File: src/rtl/div_pkg.sv
// rtl/div_pkg.sv - shared types and constants for the div_unit divider
package div_pkg;

    // Default operand width of the divider.
    localparam int DIV_WIDTH_DEFAULT = 32;

    // Iteration counter width for a given operand width; the counter
    // runs 0 .. width-1 during BUSY.
    function automatic int div_cnt_w(input int width);
        return (width < 2) ? 1 : $clog2(width);
    endfunction

    // Iteration-counter width for the default operand width.
    localparam int DIV_CNT_W = div_cnt_w(DIV_WIDTH_DEFAULT);

    typedef enum logic [1:0] {
        IDLE = 2'd0,
        BUSY = 2'd1,
        DONE = 2'd2
    } div_state_t;

endpackage

File: src/rtl/div_sign_fix.sv
// rtl/div_sign_fix.sv - absolute-value operand conversion and quotient/remainder sign correction
//
// Purely combinational.
// Ports:
//   i_signed_div   1 = signed divide
//   i_a, i_b       raw dividend / divisor
//   o_abs_a/b      magnitudes fed to the unsigned iterative core
//   o_neg_q        quotient must be negated (operand signs differ)
//   o_neg_r        remainder must be negated (dividend negative)
//   i_neg_q/r      sign flags captured at start, applied to the raw result
//   i_q_raw/r_raw  unsigned quotient/remainder from the core
//   o_q, o_r       sign-corrected quotient/remainder
module div_sign_fix #(
    parameter int WIDTH = 32
) (
    input  logic             i_signed_div,
    input  logic [WIDTH-1:0] i_a,
    input  logic [WIDTH-1:0] i_b,
    output logic [WIDTH-1:0] o_abs_a,
    output logic [WIDTH-1:0] o_abs_b,
    output logic             o_neg_q,
    output logic             o_neg_r,
    input  logic             i_neg_q,
    input  logic             i_neg_r,
    input  logic [WIDTH-1:0] i_q_raw,
    input  logic [WIDTH-1:0] i_r_raw,
    output logic [WIDTH-1:0] o_q,
    output logic [WIDTH-1:0] o_r
);

    logic w_a_neg;
    logic w_b_neg;

    assign w_a_neg = i_signed_div & i_a[WIDTH-1];
    assign w_b_neg = i_signed_div & i_b[WIDTH-1];

    // -2^(WIDTH-1) negates to itself, which read as unsigned is the
    // correct magnitude, so the most-negative case needs no special path.
    assign o_abs_a = w_a_neg ? (~i_a + 1'b1) : i_a;
    assign o_abs_b = w_b_neg ? (~i_b + 1'b1) : i_b;
    assign o_neg_q = w_a_neg ^ w_b_neg;
    assign o_neg_r = w_a_neg;

    assign o_q = i_neg_q ? (~i_q_raw + 1'b1) : i_q_raw;
    assign o_r = i_neg_r ? (~i_r_raw + 1'b1) : i_r_raw;

endmodule

File: src/rtl/div_unit.sv
// rtl/div_unit.sv - iterative restoring DIV/DIVU unit with pipeline stall handshake
//
// Optional feature macro: DIV_ZERO_FAST_EN (divide-by-zero skips BUSY).
// Ports:
//   clk, rst     clock, asynchronous active-low reset
//   start        DIV/DIVU request (level), with signed_div, a, b sampled in IDLE
//   cancel       flush; forces IDLE next edge, beats start
//   stall        front-end hold
//   done         one-cycle result-valid pulse
//   result       {remainder, quotient}, updated only on entry to DONE
module div_unit
    import div_pkg::*;
#(
    parameter int WIDTH = DIV_WIDTH_DEFAULT
) (
    input  logic               clk,
    input  logic               rst,
    input  logic               start,
    input  logic               signed_div,
    input  logic [WIDTH-1:0]   a,
    input  logic [WIDTH-1:0]   b,
    input  logic               cancel,
    output logic               stall,
    output logic               done,
    output logic [2*WIDTH-1:0] result
);

    localparam int               CNT_W     = div_cnt_w(WIDTH);
    localparam logic [CNT_W-1:0] LAST_ITER = CNT_W'(WIDTH - 1);

    div_state_t       r_state;
    div_state_t       w_state_nxt;

    logic [WIDTH-1:0] r_rem;
    logic [WIDTH-1:0] r_quo;     // dividend shifts out the top, quotient bits in the bottom
    logic [WIDTH-1:0] r_dvs;
    logic [CNT_W-1:0] r_cnt;
    logic             r_neg_q;
    logic             r_neg_r;
    logic [2*WIDTH-1:0] r_result;

    logic             w_accept;
    logic             w_zero_fast;
    logic             w_last;
    logic [WIDTH:0]   w_shift;
    logic [WIDTH-1:0] w_diff;
    logic             w_fits;
    logic [WIDTH-1:0] w_rem_nxt;
    logic [WIDTH-1:0] w_quo_nxt;
    logic [WIDTH-1:0] w_abs_a;
    logic [WIDTH-1:0] w_abs_b;
    logic             w_neg_q;
    logic             w_neg_r;
    logic [WIDTH-1:0] w_q_fix;
    logic [WIDTH-1:0] w_r_fix;

    assign w_accept = (r_state == IDLE) & start & ~cancel;
    assign w_last   = (r_cnt == LAST_ITER);

`ifdef DIV_ZERO_FAST_EN
    assign w_zero_fast = (b == '0);
`else
    assign w_zero_fast = 1'b0;
`endif

    // One restoring step: shift in the next dividend bit, subtract if it fits.
    // The low WIDTH bits of the difference are exact whenever it fits.
    assign w_shift   = {r_rem, r_quo[WIDTH-1]};
    assign w_fits    = (w_shift >= {1'b0, r_dvs});
    assign w_diff    = w_shift[WIDTH-1:0] - r_dvs;
    assign w_rem_nxt = w_fits ? w_diff : w_shift[WIDTH-1:0];
    assign w_quo_nxt = {r_quo[WIDTH-2:0], w_fits};

    div_sign_fix #(
        .WIDTH(WIDTH)
    ) u_sign_fix (
        .i_signed_div (signed_div),
        .i_a          (a),
        .i_b          (b),
        .o_abs_a      (w_abs_a),
        .o_abs_b      (w_abs_b),
        .o_neg_q      (w_neg_q),
        .o_neg_r      (w_neg_r),
        .i_neg_q      (r_neg_q),
        .i_neg_r      (r_neg_r),
        .i_q_raw      (w_quo_nxt),
        .i_r_raw      (w_rem_nxt),
        .o_q          (w_q_fix),
        .o_r          (w_r_fix)
    );

    // State register
    always_ff @(posedge clk or negedge rst) begin
        if (!rst) begin
            r_state <= IDLE;
        end else begin
            r_state <= w_state_nxt;
        end
    end

    // Next-state logic
    always_comb begin
        w_state_nxt = r_state;
        if (cancel) begin
            w_state_nxt = IDLE;
        end else begin
            case (r_state)
                IDLE: begin
                    if (start) begin
                        w_state_nxt = w_zero_fast ? DONE : BUSY;
                    end
                end
                BUSY: begin
                    if (w_last) begin
                        w_state_nxt = DONE;
                    end
                end
                DONE:    w_state_nxt = IDLE;
                default: w_state_nxt = IDLE;
            endcase
        end
    end

    // Outputs
    always_comb begin
        stall = 1'b0;
        done  = 1'b0;
        case (r_state)
            IDLE:    stall = start & ~cancel;
            BUSY:    stall = 1'b1;
            DONE:    done  = 1'b1;
            default: ;
        endcase
    end

    assign result = r_result;

    // Datapath
    always_ff @(posedge clk or negedge rst) begin
        if (!rst) begin
            r_rem    <= '0;
            r_quo    <= '0;
            r_dvs    <= '0;
            r_cnt    <= '0;
            r_neg_q  <= 1'b0;
            r_neg_r  <= 1'b0;
            r_result <= '0;
        end else if (w_accept) begin
            r_rem   <= '0;
            r_quo   <= w_abs_a;
            r_dvs   <= w_abs_b;
            r_cnt   <= '0;
            r_neg_q <= w_neg_q;
            r_neg_r <= w_neg_r;
            if (w_zero_fast) begin
                r_result <= {a, {WIDTH{1'b1}}};
            end
        end else if ((r_state == BUSY) && !cancel) begin
            r_rem <= w_rem_nxt;
            r_quo <= w_quo_nxt;
            r_cnt <= r_cnt + 1'b1;
            if (w_last) begin
                r_result <= {w_r_fix, w_q_fix};
            end
        end
    end

endmodule

File: config.mk
export PLATFORM = sky130hd
export DESIGN_NAME = div_unit
export DESIGN_NICKNAME = d
export VERILOG_FILES = /design/src/rtl/div_pkg.sv /design/src/rtl/div_sign_fix.sv /design/src/rtl/div_unit.sv
export SDC_FILE = /design/constraint.sdc
export NUM_CORES = 1
export LEC_CHECK = 0
export ABC_AREA = 1
export BUFFER_PORTS_ARGS = -buffer_cell sky130_fd_sc_hd__buf_4
export CAP_MARGIN = 0
export CORE_MARGIN = 3
export CORE_UTILIZATION = 50
export DETAILED_ROUTE_END_ITERATION = 10
export PLACE_DENSITY_LB_ADDON = 0.3
export SLEW_MARGIN = 20
export SYNTH_ARGS = -nofsm -noshare
export SYNTH_HDL_FRONTEND = slang
export SYNTH_HIERARCHICAL = 1
export SYNTH_SLANG_ARGS = --single-unit
File: constraint.sdc
create_clock -name clk -period 2.99 [get_ports clk]
set_input_delay 0.4485 -clock clk [delete_from_list [all_inputs] [get_ports clk]]
set_output_delay 0.4485 -clock clk [all_outputs]
set_load 0.02 [all_outputs]
# --- After elaboration in Yosys (flattened, before gate mapping) ---
# Cells that the tools add are included.
# W data, S select, Z words.
word_totals:
  regBits: 169
  output_inout_bits: 66
  in_bits: 69
classes:
  n_eq_ne: 5
  bitwise_logic: 12
  reduce_logical: 6
  add_sub_neg: 6
  magnitude_cmp: 1
  muxes: 17
ops:
  columns: ["operator", "n"]
  rows:
  - ["$mux W32", 9]
  - ["$add A32 B1 Y32 const B", 4]
  - ["$not A32 Y32", 4]
  - ["$ge A33 B32 Y1", 1]
  - ["$sub A32 B32 Y32", 1]
  - ["$mux W5", 2]
  - ["$mux W2", 3]
  - ["$ne A3 B3 Y1 const B", 2]
  - ["$add A5 B1 Y5 const B", 1]
  - ["$and A1 B1 Y1", 5]
  - ["$eq A5 B5 Y1 const B", 1]
  - ["$pmux W2 S2", 1]
  - ["$reduce_and A3 Y1", 1]
  - ["$eq A2 B1 Y1 const B", 1]
  - ["$eq A2 B2 Y1 const B", 1]
  - ["$logic_not A2 Y1", 1]
  - ["$not A1 Y1", 2]
  - ["$pmux W1 S2", 1]
  - ["$reduce_and A2 Y1", 1]
  - ["$reduce_bool A2 Y1", 1]
  - ["$logic_and A1 B1 Y1", 1]
  - ["$logic_not A1 Y1", 1]
  - ["$mux W1", 1]
  - ["$xor A1 B1 Y1", 1]

# --- Depth between registers and ports, before layout ---
# Gate-level depths: netlist (run 1).
depth:
  ltp_word: 5
  mapped_depth: 27
  ltp_nobuf: 25

# --- Modules after synthesis ---
# The synthesis (run 1) kept the hierarchy.
modules_own_cells:
  columns: ["module", "area_per_inst_um2", "cells_each", "instances"]
  rows:
  - ["div_unit", 9894.5, 1385, 1]
  - ["div_sign_fix", 4098.9, 921, 1]

# --- Least setup slack after synthesis (run 1) ---
# No wires, ideal clock.
synth_path:
  path_type: "register -> register"
  start: "register r_rem[27]"
  end: "register r_result[58], in the netlist result[58]"
  period_less_slack_ps: 2871
  path_stages_with_launch: 21
  required_time_ps: 2873
  arrival_ps: 2754
  path_slack_ps: 119
  setup_ps: 117
  path_cell_list: "dfrtp_1 ha_1 a21oi_1 nand2_1 a21oi_1 nand2_2 nor2_4 buf_2 nand3_1 and2_1 inv_1 ha_1 nand2_1 nor2_1 nand3_1 nand2_1 nand2_1 nand2_1 nand2_1 nand2_1 nand2_1"
synth_via:
  elab_chain_cells: 5
synth_lines:
  columns: ["item", "line_no", "rtl"]
  rows:
  - ["start, declared", "div_unit.sv:34", "logic [WIDTH-1:0] r_rem;"]
  - ["start signal, assigned", "div_unit.sv:159", "r_rem <= w_rem_nxt;"]
  - ["$ge A33 B32 Y1", "div_unit.sv:69", "assign w_fits = (w_shift >= {1'b0, r_dvs});"]
  - ["$mux W32", "div_unit.sv:71", "assign w_rem_nxt = w_fits ? w_diff : w_shift[WIDTH-1:0];"]
  - ["net w_rem_nxt[0]", "div_unit.sv:48", "logic [WIDTH-1:0] w_rem_nxt;"]
  - ["$not A32 Y32", "div_sign_fix.sv:45", "assign o_r = i_neg_r ? (~i_r_raw + 1'b1) : i_r_raw;"]
  - ["$add A32 B1 Y32", "div_sign_fix.sv:45", null]
  - ["$mux W32", "div_sign_fix.sv:45", null]
  - ["net w_r_fix[26]", "div_unit.sv:55", "logic [WIDTH-1:0] w_r_fix;"]
  - ["end signal, assigned", "div_unit.sv:156", "r_result <= {a, {WIDTH{1'b1}}};"]
  - ["end signal, assigned", "div_unit.sv:163", "r_result <= {w_r_fix, w_q_fix};"]
  - ["end, declared", "div_unit.sv:40", "logic [2*WIDTH-1:0] r_result;"]
# The timed path passes the listed nets, and every way through them passes these cells.
# A chain may end at the register's enable or synchronous reset.

# --- Worst setup path in the final report (run 1) ---
layout_path:
  start: "register r_rem[7]"
  end: "register r_result[58], in the netlist result[58]"
layout_via:
  elab_chain_cells: 5
  word_cells_on_any_way: 6
  cone_classes: "add/sub: 2; order compare: 1; mux: 2; bitwise: 1"
layout_lines:
  columns: ["item", "line_no"]
  rows:
  - ["$sub A32 B32 Y32 / $ge A33 B32 Y1 (equally long branches)", "div_unit.sv:70, div_unit.sv:69"]
  - ["$mux W32 (*)", "div_unit.sv:71"]
  - ["net w_rem_nxt[25]", "div_unit.sv:48"]
  - ["$not A32 Y32 (*)", "div_sign_fix.sv:45"]
  - ["$add A32 B1 Y32 (*)", "div_sign_fix.sv:45"]
  - ["$mux W32 (*)", "div_sign_fix.sv:45"]
  - ["net w_r_fix[26]", "div_unit.sv:55"]
# The timed path passes the listed nets; every way through them passes the cells marked *.

==> summary.md, run 1 <==
| Metric | Value |
|---|---|
| Vias in the first global route | 14,800 |
| Final Wtd Congestion | ~0.97 |
| Largest cells by area after synthesis | dfrtp_1, nand2_1, inv_1 |
| Post-Route Skew | roughly 0.026 ns |
| CTS clk-pin slew, worst paths | around 0.08 ns |
| Max frequency | 0.324 GHz |
| Ant diodes | 0 |
| Most frequent cell after synthesis | nand2_1 |
| DP Area | 16,900 um^2 |
| Ys flop type | dfrtp_1 |
| # DRC | 0 |
| Startpoint types | register |
| Max Cap Viol | 0 |
| I/O pin count | approximately 140 |
| Part of the power in combinational logic | 74.2% |
| P_int | 0.0104 W |
| Hold Crit Class | primary input to register |
| Initial DRT Pass Iterations | 6 |
| Violations in the final reports | negative setup slack |
| List of most frequent post-synthesis cells | nand2_1, inv_1, nor2_1 |
| Syn_area_per_cell | between 6 and 7 um^2 |
| Standard-cell rows | 60 |
| Flop pwr share | 15.1% |
| Post-route minimum period | 3.08 ns |
| First-pass GRT wire length | 77.5 mm |
| Cell area after synthesis | approximately 14,000 um^2 |
| Slew HR | roughly two fifths |
| VDD IR max | 624 uV |
| Initial core utilization | 51.3% |
| Met3 Routed Length | 4.37 mm |
| Pwr dens | about 1100 nW/um^2 |
| Chip Height | 173 um |
| CTS max path bufs | 2 |
| Avg WL per Cell | between 15 and 20 um |
| Die X | 173 um |
| RSZ-0062 raised after global routing | true |
| Top Layer Used | met4 |
| Max-slew violation count | 0 |
| Syn Nets | around 2,400 |
| DPL Wire Length | 37.9 mm |
| Area grow syn2layout | 39.4% |
| Sw Share | 50.3% |
| Clock Power Share | 10.7% |
| Synth unique cells | 37 |
| Via count | between 15,000 and 20,000 |
| Critical path origin | r_rem[7]$_DFFE_PN0P_ |
| Synth area leader | dfrtp_1 |
| Cells after synthesis | 2,306 |
| Worst-skew pair later-pin latency | 0.45 ns |
| Core area | 27,300 um^2 |
| Max H-tree Level | 4 |
| Status | finished, violations left |
| Psw | 0.0105 W |
| Post-layout util | 71.6% |
| WL met2 | 23.3 mm |
| Setup CP Type | register to register |
| Largest net degree at the start of global routing | 99 |
| Setup-failing EPs final | 15 |
| Final wirelength | 51.7 mm |
| Post-synth EDFFs | 0 |
| Setup slack after layout | -0.0920 ns |
| Clock sinks | 169 |
| Yosys warnings | 6 |
| Initial antenna violation count | 0 |
| HP Start | b[0] |
| Final period util | 103% |
| Worst Max-Slew Pin Slew | 0.884 ns |
| # nets final | 2,792 |
| Num CTS Buffers | 17 |
| Grt ovf | 0 |
| IO buf count | 134 |
| Antenna-violating nets left | 0 |
| Register bit total from synthesis | 169 |
| Vias per Instance | around 5.3 |
| Required @ worst endpoint | 3.32 ns |
| Sequential element share of the synthesized area | 30.2% |
| Die area | 30,000 um^2 |
| Finished Cell Area | 19,500 um^2 |
| Share of cells above drive strength 1 | 30.0% |
| Asr flop ratio synth | between 90% and 100% |
| Critical path endpoint category | register |
| Iter 0 DRT Violations | 1,518 |
| Fill cells | 2,278 |
| Arr. time, crit path | roughly 3.4 ns |
| TritonCTS clock tree | yes |
| Hold Vio Cnt, Final | 0 |
| Worst-path maximum fanout | 7 |
| GRT Overall Usage | 32.0% |
| Root buf cell | clkbuf_16 |
| Met1 WL | 22.7 mm |
| RR Startpoint | r_rem[7]$_DFFE_PN0P_ |
| Static Leak | around 11 nW |
| Top-area cell type share of the netlist area | 30.2% |
layer usage:
metal / vias to the layer above / global-route usage, %
li1: 7813 / -
met4: 0 / 8.51
met5: - / 0
met2: 770 / 50.2
met3: 105 / 4.56
met1: 7478 / 46.3
state kept, by name (all words and copies together) (netlist names):
name	flops
r_quo	32
r_dvs	32
r_rem	32
result	64
r_neg_q	1
r_state	2
r_cnt	5
r_neg_r	1
layout make-up:
| class | instances | area (um^2) | area share, % |
|---|---|---|---|
| Clock buffer | 17 | 425 | 2.18 |
| Clock inverter | 14 | 155 | 0.795 |
| Inverter | 312 | 1180 | 6.04 |
| Multi-Input combinational cell | 1763 | 9720 | 49.8 |
| Sequential cell | 169 | 4240 | 21.7 |
| Tap cell | 372 | 465 | 2.39 |
| Timing Repair Buffer | 421 | 3320 | 17.0 |
worst paths after layout:
check	cells past startpoint	slack [ns]	to
min in group asynchronous	2	0.54	result[49]$_DFFE_PN0P_
worst max register to register	23	-0.09	result[58]$_DFFE_PN0P_
worst min-delay path	3	0.25	r_dvs[0]$_DFFE_PN0P_
worst min register to register	2	0.48	result[41]$_DFFE_PN0P_
max in group asynchronous	3	1.72	r_quo[19]$_DFFE_PN0P_
worst max-delay path	23	-0.09	result[58]$_DFFE_PN0P_
cell families (layout without fill, tap and decap cells):
logic type / after synthesis / in the layout / share of synthesized area [%]
and+or+nand+nor: 1517 / 1518 / 45.1
adders and majority gates: 39 / 39 / 3.54
DFF: 169 / 169 / 30.2
xor gates and xnor gates: 67 / 67 / 4.19
AOI/OAI and AO/OA: 139 / 139 / 6.04
buffers and inverters: 375 / 764 / 10.9
power by group through the flow:
stage          Sequential (W)  Clock [W]  Combinational [W]
3_5_place_dp          0.00308          0             0.0113
6_report              0.00315    0.00225             0.0155
4_1_cts               0.00311    0.00226             0.0125
2_1_floorplan         0.00292          0            0.00653
5_1_grt               0.00318    0.00236             0.0166
3_3_place_gp          0.00306          0             0.0112
timing repair:
| action | in CTS | in global routing |
|---|---|---|
| hold buffers | 1 | 0 |
| buffers inserted | 16 | 32 |
| endpoints found under the hold margin | 19 | 0 |
| gates resized for setup | 145 | 238 |
| setup endpoints to repair | 54 | 57 |
| pin swaps | 36 | 106 |
| cloned | 1 | 0 |
layout by cell type, fill, tap and decap left out, types with 51 or more instances in the layout:
| cell | count |
|---|---|
| nor2_1 | 189 |
| nand2_1 | 909 |
| inv_1 | 271 |
| buf_4 | 395 |
| o21ai_0 | 66 |
| dfrtp_1 | 163 |
| nand2_2 | 95 |
| nand3_1 | 115 |
| nor2_4 | 51 |
per-stage QoR:
step | setup WS (ns) | hold slack, ns | instances | power (W) | TNS, ns
CTS | -0.00447 | 0.249 | 3038 | 0.0179 | -0.00447
global placement | -0.374 | 0.441 | 2989 | 0.0142 | -6.81
floorplan | 0.119 | 0.153 | 2306 | 0.00946 | 0
finish | -0.0920 | 0.247 | 3068 | 0.0209 | -0.472
detailed placement | -0.398 | 0.444 | 2989 | 0.0143 | -8.31
global route | -0.222 | 0.266 | 3068 | 0.0221 | -4.51
worst max-delay path, cell delays in order (launching register included):
cell	delay [ns]
dfrtp_1	0.44
ha_4	0.33
nand2_2	0.08
nor2_4	0.15
nand2_2	0.08
nor2_4	0.10
nand3_2	0.08
nand2_2	0.09
nor2_4	0.04
buf_12	0.14
nand2_8	0.12
buf_12	0.14
nand3_4	0.08
and2_4	0.18
nor2_4	0.08
nand2_1	0.07
nor2_2	0.16
nand2_1	0.09
nand2_1	0.16
nand2_2	0.09
nand2_1	0.08
nand2_1	0.05
nand2_1	0.06
nand2_1	0.04
Note: power is estimated with default switching activity, not from simulation.
==> run 2: changes to the inputs <==
SYNTH_HIERARCHICAL = unset   (was 1)
==> run 2 against run 1 <==
- the flow still finishes with violations (negative setup slack)
- maximum frequency decreased by 11%
- combinational power up 19%
- global-route usage is 1.1 points higher
- synthesized cell count decreased by 18%
- cell count shrank 14%
- flip-flop and latch count unchanged
- sequential share of layout area rose by 1.5 points
- highest routed layer is now met5
- largest power group unchanged
- clock power up 2%
- area after synthesis shrank 9.0%
==> summary.md, run 2 <==
| Metric | Value |
|---|---|
| Status | finished, violations left |
| Violations in the final reports | negative setup slack |
| CTS max path bufs | 2 |
| R2R depth | 23 |
| Static Leak | around 9.4 nW |
| Ant diodes | 0 |
| Vias in the first global route | 13,500 |
| Num CTS Buffers | 17 |
| Synth unique cells | 54 |
| TritonCTS clock tree | yes |
| Post-route minimum period | between 3 and 4 ns |
| Hold Vio Cnt, Final | 0 |
| Largest net degree at the start of global routing | 107 |
| Initial antenna violation count | 1 |
| Required @ worst endpoint | 3.29 ns |
| Final Wtd Congestion | about 1.0 |
| HP Start | b[31] |
| Setup-failing EPs final | 58 |
| Post-Route Skew | 0.0154 ns |
| Hold Crit Class | primary input to register |
| Cells along the critical path | inv_1 -> ha_4 -> nand2_2 -> nor2_1 -> a21oi_2 -> nand2_4 -> nor2_8 -> nand2_8 -> inv_6 -> ha_4 -> inv_4 -> nor3_4 -> nand3_2 -> nor3_4 -> nand3_2 -> nor2_4 -> nand4_1 -> nand2_1 -> nand2_2 -> a21oi_4 -> buf_6 -> xor2_1 -> o21ai_1 |
| # nets final | 2,397 |
| Worst Max-Slew Pin Slew | 0.933 ns |
| Setup CP Type | register to register |
| Sequential element share of the synthesized area | 33.2% |
| Yosys warnings | 0 |
| Fin Hold WS | 0.274 ns |
| Post-layout util | 74.0% |
| Critical path endpoint category | register |
| List of most frequent post-synthesis cells | nand2_1, inv_1, o21ai_0 |
| Cells after synthesis | 1,884 |
| Cell area after synthesis | 12,700 um^2 |
| Slew HR | roughly 37% |
| GRT Overall Usage | 33.0% |
| Slowest Stage Delay on Critical Path | 0.38 ns |
| Vias per Instance | 5.48 |
| Worst-skew pair later-pin latency | about 0.44 ns |
| Top-area cell type share of the netlist area | 33.2% |
| Arr. time, crit path | 3.79 ns |
| WP buf/inv | 4 |
| Initial core utilization | 51.6% |
| Die X | 166 um |
| Chip Height | 166 um |
| Clock sinks | 169 |
| Most frequent cells in the layout | nand2_1, buf_4, inv_1 |
| Initial DRT Pass Iterations | 6 |
| DPL Wire Length | 34.0 mm |
| Largest cells by area after synthesis | dfrtp_1, nand2_1, o21ai_0 |
| Ys flop type | dfrtp_1 |
| Syn Nets | 1,992 |
| Share of cells above drive strength 1 | 34.5% |
| Setup slack after layout | -0.492 ns |
| RSZ-0062 raised after global routing | true |
| I/O pin count | 135 |
| Grt ovf | 0 |
| Register bit total from synthesis | around 170 |
| Max Cap Viol | 0 |
| VDD IR max | 869 uV |
| Avg WL per Cell | 18.4 um |
| Most common cell after layout, fill and taps aside | nand2_1 |
| RR Startpoint | r_dvs[31]$_DFFE_PN0P_ |
| Area grow syn2layout | 43.5% |
| Core area | around 25,000 um^2 |
| Final wirelength | 48.4 mm |
| Worst-path maximum fanout | 4 |
| Synth area leader | dfrtp_1 |
| First-pass GRT wire length | between 70 and 80 mm |
| Root buf cell | clkbuf_16 |
| Crit-path slowest cell | dfrtp_1 |
| Max reg flops | 64 |
| Die area | 27,400 um^2 |
| Syn_area_per_cell | 6.76 um^2 |
| Largest delay share family, worst path | simple AND/OR/NAND/NOR gates |
| Post-synth EDFFs | 0 |
| # DRC | 0 |
| WHS Path Cells | 2 |
| Pwr dens | 1310 nW/um^2 |
| Asr flop ratio synth | 100% |
| Antenna-violating nets left | 0 |
| Worst Hold Endpoint | r_neg_q$_DFFE_PN0P_ |
| Critical R2R Capture | result[26]$_DFFE_PN0P_ |
| IO buf count | 134 |
| Startpoint types | register |
| Iter 0 DRT Violations | 1,361 |
| Most frequent cell after synthesis | nand2_1 |
| Max H-tree Level | 4 |
| Max frequency | between 0.2 and 0.3 GHz |
| Worst reg2reg setup slack | -0.49 ns |
| Standard-cell rows | 57 |
| Max-slew violation count | 0 |
| CTS clk-pin slew, worst paths | 0.07 ns |
| Final period util | 116% |
| Via count | 14,400 |
run 2: changes by cell type in the layout (fill, tap and decap cells not counted), moves of 14 or more:
| cell | change |
|---|---|
| a21oi_1 | +18 |
| inv_1 | -59 |
| nand2_1 | -402 |
| xor2_1 | +49 |
| buf_4 | +19 |
| nor2_2 | -22 |
| nand2_4 | -14 |
| o21ai_0 | +105 |
| nor2_4 | -27 |
| nand3_1 | -35 |
| nor3_1 | +19 |
| o221ai_1 | -28 |
| nor2_1 | -77 |
run 2: metrics by stage:
step / setup WS [ns] / power, W / cell area (um^2) / instances / TNS (ns)
5_1_grt: -0.602 / 0.0252 / 18300 / 2626 / -24.28
4_1_cts: -0.337 / 0.0209 / 17300 / 2583 / -4.42
6_report: -0.492 / 0.0239 / 18300 / 2626 / -18.43
3_3_place_gp: -0.395 / 0.0172 / 16100 / 2521 / -9.07
3_5_place_dp: -0.539 / 0.0174 / 16100 / 2521 / -10.09
2_1_floorplan: -0.297 / 0.0111 / 13100 / 1884 / -1.04
run 2: how the worst max path moves through the flow:
stage | from | endpoint | slack (ns) | depth (start not counted)
after global routing | r_dvs[28]$_DFFE_PN0P_ | result[26]$_DFFE_PN0P_ | -0.60 | 25
after detailed placement | r_dvs[18]$_DFFE_PN0P_ | result[28]$_DFFE_PN0P_ | -0.54 | 27
after floorplan | r_dvs[22]$_DFFE_PN0P_ | result[28]$_DFFE_PN0P_ | -0.30 | 26
final | r_dvs[31]$_DFFE_PN0P_ | result[26]$_DFFE_PN0P_ | -0.49 | 23
after global placement | r_rem[18]$_DFFE_PN0P_ | result[63]$_DFFE_PN0P_ | -0.40 | 21
after CTS | r_dvs[22]$_DFFE_PN0P_ | result[28]$_DFFE_PN0P_ | -0.34 | 25
run 2: kinds of logic (layout without fill, tap and decap cells):
kind of cell             after synthesis  after routing  synth area share, %
AND/OR/NAND/NOR                      958            958                 33.0
buffers and inverters                319            736                 9.92
AO/OA/AOI/OAI                        288            289                 12.4
flip-flops                           169            169                 33.2
XOR/XNOR                             111            111                 7.64
adder cells (fa/ha/maj)               39             39                 3.89
run 2: what timing repair did:
action                                  in CTS  in global routing
hold buffers                                 1                  0
cloned                                       0                  4
setup buffers                               30                 43
endpoints found under the setup margin      49                 54
pin swaps                                   22                 81
gates resized for setup                    114                172
endpoints found under the hold margin       37                  0
run 2: where the power goes:
part	leakage, nW	total (W)	switching (W)	internal (W)
combinational	6.88	0.0185	0.0105	0.00793
clock	0.283	0.00230	0.00112	0.00119
sequential	2.21	0.00316	0.000457	0.00270
total	9.37	0.0239	0.0121	0.0118
run 2: metal layers:
metal	global-route usage (%)	vias up	share of wire (%)
li1	-	6799	-
met1	41.9	6697	40
met2	57.0	723	48
met3	5.09	182	7.6
met4	12.1	2	4.6
met5	0	-	0.025
run 2: area by class of cell:
cell class,instances,area [um^2]
Clock buffer,18,429
Clock inverter,14,156
Fill cell,1859,6420
Inverter,260,988
Multi-Input combinational cell,1397,8510
Sequential cell,169,4230
Tap cell,324,405
Timing Repair Buffer,444,3540
run 2: worst reg2reg max path, cell delays in order (launching register included):
cell	delay [ns]
dfrtp_1	0.38
inv_1	0.23
ha_4	0.26
nand2_2	0.10
nor2_1	0.06
a21oi_2	0.17
nand2_4	0.09
nor2_8	0.13
nand2_8	0.07
inv_6	0.06
ha_4	0.14
inv_4	0.04
nor3_4	0.14
nand3_2	0.14
nor3_4	0.24
nand3_2	0.14
nor2_4	0.11
nand4_1	0.08
nand2_1	0.13
nand2_2	0.11
a21oi_4	0.19
buf_6	0.12
xor2_1	0.14
o21ai_1	0.07
